### src/rtl/arb_pkg.sv
// Shared types and default sizing for the round-robin resource arbiter.
package arb_pkg;

  typedef enum logic {
    IDLE,
    BUSY
  } arb_state_e;

  localparam int ARB_N        = 4;
  localparam int ARB_MAX_HOLD = 16;

endpackage

### src/rtl/rr_resource_arbiter_if.sv
// Request/grant bundle between the requesting agents and the arbiter.
interface rr_resource_arbiter_if
  import arb_pkg::*;
#(
  parameter int N   = ARB_N,
  parameter int IDW = $clog2(N)
);

  logic [N-1:0]   req;
  logic           rr_en;
  logic [N-1:0]   gnt;
  logic [IDW-1:0] gnt_id;
  logic           gnt_vld;
  logic           timeout;

  modport master (
    output req, rr_en,
    input  gnt, gnt_id, gnt_vld, timeout
  );

  modport slave (
    input  req, rr_en,
    output gnt, gnt_id, gnt_vld, timeout
  );

endinterface

### src/rtl/prio_enc_n.sv
// Combinational priority encoder: the highest set index wins.
// The index is always driven, and it reads 0 when no bit is set.
module prio_enc_n #(
  parameter int N   = 4,
  parameter int IDW = $clog2(N)
) (
  input  logic [N-1:0]   vec,
  output logic [IDW-1:0] idx,
  output logic           valid
);

  // Later iterations overwrite earlier ones, so the highest set bit sticks.
  always_comb begin
    idx   = '0;
    valid = |vec;
    for (int i = 0; i < N; i++) begin
      if (vec[i]) idx = IDW'(i);
    end
  end

endmodule

### src/rtl/rr_resource_arbiter.sv
// Single-owner arbiter with optional round-robin priority and a hold timeout.
// The selection core rotates the eligible vector so that a fixed encoder serves both modes.
module rr_resource_arbiter
  import arb_pkg::*;
#(
  parameter int N        = ARB_N,
  parameter int IDW      = $clog2(N),
  parameter int MAX_HOLD = ARB_MAX_HOLD
) (
  input logic                  clk,
  input logic                  rst,
  rr_resource_arbiter_if.slave bus
);

  localparam int              HCW        = (MAX_HOLD < 1) ? 1 : $clog2(MAX_HOLD + 1);
  localparam logic [HCW-1:0]  HOLD_LIMIT = HCW'(MAX_HOLD);
  localparam logic [IDW:0]    N_W        = (IDW + 1)'(N);
  localparam logic [N-1:0]    ONE_HOT0   = N'(1);

  arb_state_e     state;
  logic [IDW-1:0] last_owner;
  logic [HCW-1:0] hold_cnt;
  logic [N-1:0]   mask;

  logic [N-1:0]   eligible;
  logic [2*N-1:0] doubled;
  logic [N-1:0]   rotated;
  logic [IDW-1:0] shift;
  logic [IDW-1:0] enc_idx;
  logic           enc_vld;
  logic [IDW:0]   wsum;
  logic [IDW-1:0] winner;
  logic           owner_req;

  assign eligible  = bus.req & ~mask;
  assign shift     = bus.rr_en ? last_owner : '0;
  assign doubled   = {eligible, eligible};
  // Bit N-1 of the rotated vector is requester last_owner-1, so it is searched first.
  assign rotated   = doubled[shift +: N];
  assign owner_req = bus.req[bus.gnt_id];

  prio_enc_n #(
    .N   (N),
    .IDW (IDW)
  ) u_enc (
    .vec   (rotated),
    .idx   (enc_idx),
    .valid (enc_vld)
  );

  // Undo the rotation: winner = (enc_idx + shift) mod N.
  always_comb begin
    wsum = {1'b0, enc_idx} + {1'b0, shift};
    if (wsum >= N_W) wsum = wsum - N_W;
    winner = wsum[IDW-1:0];
  end

  always_ff @(posedge clk or posedge rst) begin
    if (rst) begin
      state       <= IDLE;
      bus.gnt     <= '0;
      bus.gnt_id  <= '0;
      bus.gnt_vld <= 1'b0;
      bus.timeout <= 1'b0;
      last_owner  <= '0;
      hold_cnt    <= '0;
      mask        <= '0;
    end else begin
      bus.timeout <= 1'b0;
      mask        <= mask & bus.req;
      case (state)
        IDLE: begin
          if (enc_vld) begin
            bus.gnt     <= ONE_HOT0 << winner;
            bus.gnt_id  <= winner;
            bus.gnt_vld <= 1'b1;
            last_owner  <= winner;
            hold_cnt    <= HCW'(1);
            state       <= BUSY;
          end
        end
        BUSY: begin
          if (!owner_req) begin
            bus.gnt     <= '0;
            bus.gnt_id  <= '0;
            bus.gnt_vld <= 1'b0;
            state       <= IDLE;
          end else if (MAX_HOLD != 0 && hold_cnt == HOLD_LIMIT) begin
            // The revoked owner stays masked until it drops its request once.
            bus.gnt     <= '0;
            bus.gnt_id  <= '0;
            bus.gnt_vld <= 1'b0;
            bus.timeout <= 1'b1;
            mask        <= (mask & bus.req) | (ONE_HOT0 << bus.gnt_id);
            state       <= IDLE;
          end else if (MAX_HOLD != 0 && hold_cnt != HOLD_LIMIT) begin
            hold_cnt <= hold_cnt + 1'b1;
          end
        end
        default: state <= IDLE;
      endcase
    end
  end

endmodule

### src/flat_wrapper.sv
// flat-port wrapper written by rule: the top's interface ports become plain ports
module rr_resource_arbiter_flat import arb_pkg::*;
#(
  parameter int N        = ARB_N,
  parameter int IDW      = $clog2(N),
  parameter int MAX_HOLD = ARB_MAX_HOLD
)
  (clk, rst, bus_req, bus_rr_en, bus_gnt, bus_gnt_id, bus_gnt_vld, bus_timeout);
  rr_resource_arbiter_if #(.N(N), .IDW(IDW)) bus_i ();
  input logic clk;
  input logic rst;
  input wire logic [$bits(bus_i.req)-1:0] bus_req;
  input wire logic [$bits(bus_i.rr_en)-1:0] bus_rr_en;
  output wire logic [$bits(bus_i.gnt)-1:0] bus_gnt;
  output wire logic [$bits(bus_i.gnt_id)-1:0] bus_gnt_id;
  output wire logic [$bits(bus_i.gnt_vld)-1:0] bus_gnt_vld;
  output wire logic [$bits(bus_i.timeout)-1:0] bus_timeout;
  assign bus_i.req = bus_req;
  assign bus_i.rr_en = bus_rr_en;
  assign bus_gnt = bus_i.gnt;
  assign bus_gnt_id = bus_i.gnt_id;
  assign bus_gnt_vld = bus_i.gnt_vld;
  assign bus_timeout = bus_i.timeout;
  rr_resource_arbiter #(.N(N), .IDW(IDW), .MAX_HOLD(MAX_HOLD)) u_core (.clk(clk), .rst(rst), .bus(bus_i));
endmodule
### config.mk
export PLATFORM = sky130hd
export DESIGN_NAME = rr_resource_arbiter_flat
export DESIGN_NICKNAME = d
export VERILOG_FILES = /design/src/rtl/arb_pkg.sv /design/src/rtl/rr_resource_arbiter_if.sv /design/src/rtl/prio_enc_n.sv /design/src/rtl/rr_resource_arbiter.sv /design/src/flat_wrapper.sv
export SDC_FILE = /design/constraint.sdc
export NUM_CORES = 1
export LEC_CHECK = 0
export ABC_CLOCK_PERIOD_IN_PS = 2400
export CORE_MARGIN = 4
export CORE_UTILIZATION = 53
export DETAILED_ROUTE_END_ITERATION = 8
export MAX_ROUTING_LAYER = met4
export PLACE_DENSITY = 0.78
export SLEW_MARGIN = 0
export SYNTH_ARGS = -nofsm -noshare
export SYNTH_HDL_FRONTEND = slang
export SYNTH_SLANG_ARGS = --single-unit
### constraint.sdc
create_clock -name clk -period 2.4 [get_ports clk]
set_input_delay 0.48 -clock clk [delete_from_list [all_inputs] [get_ports clk]]
set_output_delay 0.48 -clock clk [all_outputs]
set_load 0.01 [all_outputs]
## Word-level counts from Yosys, hierarchy flattened

Cells that the tools add are included.

| word-level totals | value |
|---|---|
| memory bits (read-only) | 0 |
| flip-flop bits (word level) | 20 |
| bits of input ports | 7 |
| RAM bits | 0 |
| bits in latches | 0 |
| output and inout port bits | 8 |
| memories | 0 |

| operators by class | value |
|---|---|
| reductions and logical operators | 4 |
| $mul | 0 |
| bitwise gates (word level) | 5 |
| $add $sub $neg | 3 |
| shifts and indexed selects | 3 |
| order comparisons | 2 |
| muxes and demuxes | 34 |
| eq/ne operators | 7 |
| divide/modulo/power cells | 0 |

Operator list:

| kind | number |
|---|---|
| $mux 4 | 6 |
| $mux 5 | 4 |
| $mux 2 | 7 |
| $mux 1 | 11 |
| $pmux 5 s2 | 1 |
| $and 4x4->4 | 2 |
| $pmux 4 s2 | 1 |
| $shiftx 8x3->4 | 1 |
| $shl 1x2->4 const A | 2 |
| $ne 2x2->1 const B | 3 |
| $add 5x1->5 const B | 1 |
| $eq 5x5->1 const B | 1 |
| $ne 5x5->1 const B | 1 |
| $not 4->4 | 1 |
| $or 4x4->4 | 1 |
| $pmux 1 s2 | 2 |
| $pmux 2 s2 | 1 |
| $reduce_and 2->1 | 2 |
| $reduce_and 4->1 | 1 |
| $reduce_or 4->1 | 1 |
| $add 2x2->3 | 1 |
| $ge 3x3->1 const B | 1 |
| $lt 2x3->1 const B | 1 |
| $ne 3x3->1 const B | 1 |
| other kinds (4) | 4 |

## Longest topological paths before layout

Gate-level depths: netlist of the first run.

| logic depth | value |
|---|---|
| depth after elaboration | 12 |
| mapped depth | 7 |

## Modules after synthesis

Synthesis of the first run repeated with hierarchy kept, for this count alone.

| second synthesis, totals | value |
|---|---|
| cell total of the unflattened synthesis | 101 |
| area, all modules | 1102.3 um^2 |

By module, submodules not included:

| module | times used | sequential area each (um^2) | area an instance (um^2) | cells an instance |
|---|---|---|---|---|
| rr_resource_arbiter | 1 | 500.5 | 1078.5 | 97 |
| prio_enc_n | 1 | 0.0 | 23.8 | 4 |

## Worst setup path before layout of the first run

Ideal clock, no wire load.

| path | value |
|---|---|
| kind | input to register |
| start point | input port bus_req[1] |
| end point | register u_core.bus.gnt[0] |
| data required time | 2.278 ns |
| path slack | 0.615 ns |
| setup time | 0.122 ns |
| arrival time | 1.663 ns |
| stages on the path | 7 |
| path through | nor2b_1 -> a31oi_1 -> o21ai_0 -> nand2_1 -> ha_1 -> xor2_1 -> a32o_1 |

| on the way | value |
|---|---|
| longest elaborated chain between the ends | 11 |
| elaborated cells on any way between the ends | 19 |
| classes of those cells | add/sub (2); order compare (1); eq/ne (2); shift (2); mux (9); bitwise (1); reduce/logical (2) |

RTL lines:

| item | line | RTL |
|---|---|---|
| from (decl) | flat_wrapper.sv:12 | `input wire logic [$bits(bus_i.req)-1:0] bus_req;` |
| $and 4x4->4 | rr_resource_arbiter.sv:35 | `assign eligible = bus.req & ~mask;` |
| $shiftx 8x3->4 | rr_resource_arbiter.sv:39 | `assign rotated = doubled[shift +: N];` |
| $mux 1 | prio_enc_n.sv:17 | `if (vec[i]) idx = IDW'(i);` |
| $mux 2 (2 in series) | prio_enc_n.sv:17 |  |
| $add 2x2->3 | rr_resource_arbiter.sv:53 | `wsum = {1'b0, enc_idx} + {1'b0, shift};` |
| $ge 3x3->1 or $sub 2x1->2 (tied branches) | rr_resource_arbiter.sv:54 | `if (wsum >= N_W) wsum = wsum - N_W;` |
| $mux 2 | rr_resource_arbiter.sv:54 |  |
| $shl 1x2->4 | rr_resource_arbiter.sv:74 | `bus.gnt <= ONE_HOT0 << winner;` |
| $mux 4 | rr_resource_arbiter.sv:73 | `if (enc_vld) begin` |
| $pmux 4 s2 | rr_resource_arbiter.sv:71 | `case (state)` |
| to (signal assigned) | rr_resource_arbiter.sv:74 |  |
| to (decl) | rr_resource_arbiter_if.sv:23 | `output gnt, gnt_id, gnt_vld, timeout` |

Parallel ways exist; a longest one is shown, timed or not. The select of a mux whose other input is x is not followed.
A chain may end at the register's enable or synchronous reset.

## Final worst setup path of the first run

Ends and elaborated chain as after synthesis.

==> impl_metrics.yaml, run 1 <==
outcome:
  status: "finished, violations left"
  failed_checks: "DRC"
clocking:
  clk_latency_ns: 0.30
  cts_resized: 0
  htree_levels: 1
  cts_sinks: 20
  clockBufferDepth: 2
  clockRootBuffer: "clkbuf_4"
  ctsHoldBuffers: 0
  cts_tree: "yes"
  postCtsSetupRepairBufs: 0
  numCtsBuffers: 3
  path_clk_slew_ns: 0.11
setup_path:
  ff2ff_path_depth: 7
  cp-startpoint: "bus_req[1]"
  crit_cells: 8
  cpMaxStageDelayCell: "clkdlybuf4s50_1"
  required_ns: 2.59
  reg2reg_from: "u_core.mask[0]$_DFF_PP0_"
  critical_path_class: "input port to flip-flop"
  cp_cell_sequence: "clkdlybuf4s50_1 -> nor2b_1 -> a31oi_1 -> o21ai_0 -> nand2_1 -> ha_1 -> xor2_1 -> a32o_1"
  cp-end-kind: "flip-flop"
  crit_fanout: 4
  critical-path-top-delay-family: "compound AO/OA/AOI/OAI gates"
  path_buf_inv: 1
  max_stage_delay_ns: 0.50
  cp.arrival_ns: 2.33
  cp-start-kind: "input port"
placed_design:
  pre_cts_ws_ns: -0.0483
  io_buffers: 14
  dpl.hpwl_mm: 1.83
  place.gp.congestion: 0.857
global_routing:
  grt_overflow: 0
  grtUsageTotal_pct: 19.6
  grt_antenna_before_repair: 0
  grt_pass1_vias: 859
  grt_max_degree: 21
  grt_first_pass_wirelength_mm: 3.84
pwr:
  power_mw: 1.33
  power.leakage_nw: 0.601
  swShare_pct: 39.6
  power.internal_uw: 802
  combPwrFrac_pct: 47.2
  power_frac_seq_pct: 41.1
  p_per_area_mw_per_mm2: 1000
  vdd_drop_max_uv: 757
  p_sw_uw: 526
  clkPwrFrac_pct: 11.7
finish:
  nNetsFinal: 141
  area_growth_pct: 21.9
  ff_latch_area_um2: 500
  diodes: 0
  multiInputGateArea_um2: 544
  num-fill-cells: 164
  drive_gt1_share_pct: 14.7
synthesis:
  syn_nets: 116
  synth_seq_cells: 20
  synth.distinct_cells: 34
  avgSynthCellArea_um2: 10.2
  syn_area_mm2: 0.00109
  yosysTopAreaCellShare_pct: 46.1
  postSynthCellCount: 106
  synth_area_leaders: "dfrtp_1 (46%), nand2_1 (6.2%), a32o_1 (5.5%), ha_1 (3.5%), o21ai_0 (2.8%)"
  yosysTopAreaCell: "dfrtp_1"
  ys_warn_count: 0
  ys_seq_area_share_pct: 46.1
detailed_routing:
  antenna_left: 0
  drtIter0Drc: 51
  avgViaCountPerCell: 5.92
  num_vias: 924
  firstDrtPassIters: 7
  wl_per_cell_um: 15.3
  drc: 1
  routed_wl_mm: 2.39
run:
  max_cap_violations: 0
hold_path:
  hp-class: "flip-flop to flip-flop"
  holdCritStartpoint: "u_core.bus.gnt_vld$_DFFE_PP0P_"
  worstHoldPathCells: 2
floorplan:
  start_util_pct: 55.4
  die-height_um: 53.3
  die_area_mm2: 0.00284
  rows: 16
  ios: 15
  core_mm2: 0.00196
  die_w_um: 53.3
sta:
  min_period_over_period_pct: 89.1
  max-slew-margin-rel_pct: 49.5
  worstMarginPinSlew_ns: 0.756
  setup_violations: 0
  period_needed_ns: 2.14
  skew_ns: 0.00413
  slew_viol_final: 0
  grt_setup_unrepaired: "no"
  hold_viol_final: 0
  worst_slack_ns: 0.261
  fmax_mhz: 468
cell type report:
cell class	count	share of cell area [%]
multi-input cells	77	41.1
flip-flops and latches	20	37.8
inverters	8	2.27
repair buffers	21	14.6
well taps	27	2.55
clock buffers	3	1.70
metrics by stage:
| stage | hold slack, ns | TNS [ns] | area (µm²) | utilization [%] | cells |
|---|---|---|---|---|---|
| final | 0.499 | 0 | 1320 | 67.5 | 156 |
| after global routing | 0.531 | 0 | 1320 | 67.5 | 156 |
| after CTS | 0.506 | 0 | 1320 | 67.5 | 156 |
| after detailed placement | 0.478 | -0.0861 | 1300 | 66.3 | 153 |
| after global placement | 0.458 | -0.00858 | 1300 | 66.3 | 153 |
| after floorplan | 0.444 | 0 | 1090 | - | 106 |
cells in the final DEF, fill, tap and decap left out, types with 4 or more instances in the layout:
cell             instances
dfrtp_1                 20
nand2_1                 18
clkdlybuf4s50_1         14
inv_1                    8
buf_4                    7
o21ai_0                  6
a32o_1                   6
nand3_1                  5
o21ai_1                  4
cell usage after synthesis (all sizes together):
cell     count
o22ai        1
or4b         1
inv          8
and4b        1
a21o         1
xnor2        2
mux4         1
nor2b        5
a32o         6
a21oi        3
nand2b       3
xor2         2
and2         2
o21ai       11
a211oi       1
o311ai       1
o2111ai      1
nand2       18
buf          1
o221ai       1
nand4        2
nand4b       1
nand3        5
nand4bb      1
ha           3
dfrtp       20
nor2         3
a31oi        1
path summary, 6_finish.rpt:
path                                                  end  slack (ns)
hold / removal             u_core.bus.gnt_vld$_DFFE_PP0P_        0.50
hold reg to reg            u_core.bus.gnt_vld$_DFFE_PP0P_        0.50
max in group asynchronous        u_core.mask[2]$_DFF_PP0_        1.32
setup reg to reg            u_core.bus.gnt[0]$_DFFE_PP0P_        0.55
setup / recovery            u_core.bus.gnt[0]$_DFFE_PP0P_        0.26
min in group asynchronous  u_core.hold_cnt[0]$_DFFE_PP0P_        0.60
flip-flops by register name, summed over array words and instances (netlist names):
name                count
u_core.mask             4
u_core.bus.timeout      1
u_core.bus.gnt_vld      1
u_core.hold_cnt         5
u_core.bus.gnt_id       2
u_core.bus.gnt          4
u_core.last_owner       2
u_core.state            1
power groups by stage:
stage	clock network (mW)	logic [mW]	registers, mW
2_1_floorplan	0	0.388	0.553
3_3_place_gp	0	0.599	0.544
3_5_place_dp	0	0.622	0.549
4_1_cts	0.155	0.627	0.543
5_1_grt	0.168	0.696	0.564
6_report	0.155	0.627	0.546
cell families after synthesis:
group	count (synthesis)	synth area share, %
multiplexers	1	2.07
flip-flops	20	46.1
AND/OR/NAND/NOR	42	24.1
AO/OA/AOI/OAI	27	17.3
adder cells (fa/ha/maj)	3	3.46
buffers and inverters	9	3.80
XOR/XNOR	4	3.23
layer usage:
metal / vias up / global-route usage, % / wire length, µm
li1: 434 / - / -
met1: 435 / 24.9 / 1090
met2: 44 / 29.8 / 1110
met3: 11 / 2.82 / 109
met4: 0 / 11.1 / 78
met5: - / - / 0
worst min-delay path: cells and delay by family, from the launching register on:
family / cells / cell delay, ns
simple gates: 2 / 0.12
flops: 1 / 0.36
(Power assumes the default switching activity.)
==> inputs of run 2 (changes only) <==
Settings changed: TNS_END_PERCENT set to 20.
==> results of run 2 <==
No change in the layout: final DEF, timing and power equal those of run 1.
==> inputs of run 3 (changes only) <==
Settings changed: CORE_ASPECT_RATIO set to 0.9.
==> impl_metrics.yaml, run 3 (synthesis gave the netlist of run 1 again) <==
detailed_routing:
  firstDrtPassIters: 4
  num_vias: 889
  drc: 0
  drtIter0Drc: 40
  avgViaCountPerCell: 5.81
  routed_wl_mm: 2.18
  wl_per_cell_um: 14.2
  antenna_left: 0
finish:
  fin_area_mm2: 0.00132
  diodes: 0
  final_cells: 153
  final_common_cell: "dfrtp_1"
  multiInputGateArea_um2: 544
  largest_reg_flops: 5
  layout_common_cells: "dfrtp_1 (20), nand2_1 (18), clkdlybuf4s50_1 (14)"
  num-fill-cells: 161
  drive_gt1_share_pct: 14.1
  largestRegisters: "u_core.hold_cnt (5), u_core.bus.gnt (4), u_core.mask (4)"
  ff_latch_area_um2: 500
  regMostFlops: "u_core.hold_cnt"
  fin_util_pct: 68.3
  nNetsFinal: 139
  area_growth_pct: 21.5
pwr:
  clkPwrFrac_pct: 14.9
  p_sw_uw: 522
  combPwrFrac_pct: 44.8
  power.leakage_nw: 0.599
  power.internal_uw: 829
  power_mw: 1.35
  swShare_pct: 38.6
  p_per_area_mw_per_mm2: 1020
  power_frac_seq_pct: 40.3
  vdd_drop_max_uv: 699
floorplan:
  die_w_um: 55.7
  core_mm2: 0.00193
  die_area_mm2: 0.00284
  die-height_um: 50.9
  start_util_pct: 56.2
  ios: 15
  rows: 15
clocking:
  clk_latency_ns: 0.31
  path_clk_slew_ns: 0.12
  clockRootBuffer: "clkbuf_4"
  cts_resized: 0
  htree_levels: 1
  cts_tree: "yes"
  postCtsSetupRepairBufs: 0
  ctsHoldBuffers: 0
  cts_sinks: 20
  numCtsBuffers: 3
  clockBufferDepth: 2
setup_path:
  crit_fanout: 4
  cp-start-kind: "input port"
  cp-end-kind: "flip-flop"
  required_ns: 2.61
  cp.arrival_ns: 2.29
  critical_path_class: "input port to flip-flop"
placed_design:
  place.gp.congestion: 0.818
  pre_cts_ws_ns: 0.000127
  dpl.hpwl_mm: 1.68
  dp.cells: 149
  dpl_cell_area_mm2: 0.00128
  io_buffers: 14
sta:
  slew_viol_final: 0
  max-slew-margin-rel_pct: 49.1
  hold_viol_final: 0
  fmax_mhz: 481
  period_needed_ns: 2.08
  whs_ns: 0.488
  setup-tns-final_ns: 0
  skew_ns: 0.00422
  grt_setup_unrepaired: "no"
  worst_slack_ns: 0.323
  min_period_over_period_pct: 86.6
  setup_violations: 0
  worstMarginPinSlew_ns: 0.763
global_routing:
  grt_antenna_before_repair: 0
  grt_max_degree: 21
  grtUsageTotal_pct: 18.4
  grt_overflow: 0
  grt_pass1_vias: 864
  grt_first_pass_wirelength_mm: 3.88
hold_path:
  hp-class: "flip-flop to flip-flop"
outcome:
  status: "finished clean"
run:
  max_cap_violations: 0
[run 3: cell types whose count changed in the layout (fill, tap and decap cells not counted)]
cell,previous run,this run
buf_4,7,5
clkbuf_8,0,1
[run 3: path summary, 6_finish.rpt]
kind / start / to / slack (ns) / depth (start not counted)
worst max-delay path: bus_rr_en / u_core.bus.gnt[0]$_DFFE_PP0P_ / 0.32 / 8
worst min-delay path: u_core.bus.gnt_vld$_DFFE_PP0P_ / u_core.bus.gnt_vld$_DFFE_PP0P_ / 0.49 / 2
worst max register to register: u_core.mask[3]$_DFF_PP0_ / u_core.bus.gnt[0]$_DFFE_PP0P_ / 0.59 / 7
worst min register to register: u_core.bus.gnt_vld$_DFFE_PP0P_ / u_core.bus.gnt_vld$_DFFE_PP0P_ / 0.49 / 2
max in group asynchronous: rst / u_core.hold_cnt[1]$_DFFE_PP0P_ / 1.33 / 2
min in group asynchronous: rst / u_core.bus.gnt_id[0]$_DFFE_PP0P_ / 0.60 / 2
[run 3: critical path: stages]
cell	delay (ns)
clkdlybuf4s50_1	0.49
and2_1	0.22
a21oi_1	0.09
o221ai_1	0.21
nand2_1	0.10
ha_1	0.23
xor2_1	0.20
a32o_1	0.27
[run 3: area by class of cell]
class | instances | area share [%]
sequential | 20 | 37.9
clock buffer | 4 | 2.75
multi-input combinational | 77 | 41.2
timing repair buffer | 19 | 13.5
tap | 25 | 2.37
inverter | 8 | 2.27
[run 3: layer usage]
| metal | up-vias | GRT usage [%] | part of all wire (%) |
|---|---|---|---|
| li1 | 429 | - | - |
| met5 | - | - | 0 |
| met3 | 5 | 4.04 | 7.6 |
| met2 | 45 | 29.7 | 45 |
| met1 | 410 | 22.7 | 46 |
| met4 | 0 | 7.29 | 1.8 |
[run 3: power groups by stage]
stage | logic (mW) | clock network [mW] | registers (mW)
final | 0.605 | 0.202 | 0.544
after global routing | 0.676 | 0.225 | 0.564
after CTS | 0.609 | 0.205 | 0.545
after detailed placement | 0.605 | 0 | 0.553
after global placement | 0.590 | 0 | 0.547
after floorplan | 0.388 | 0 | 0.553
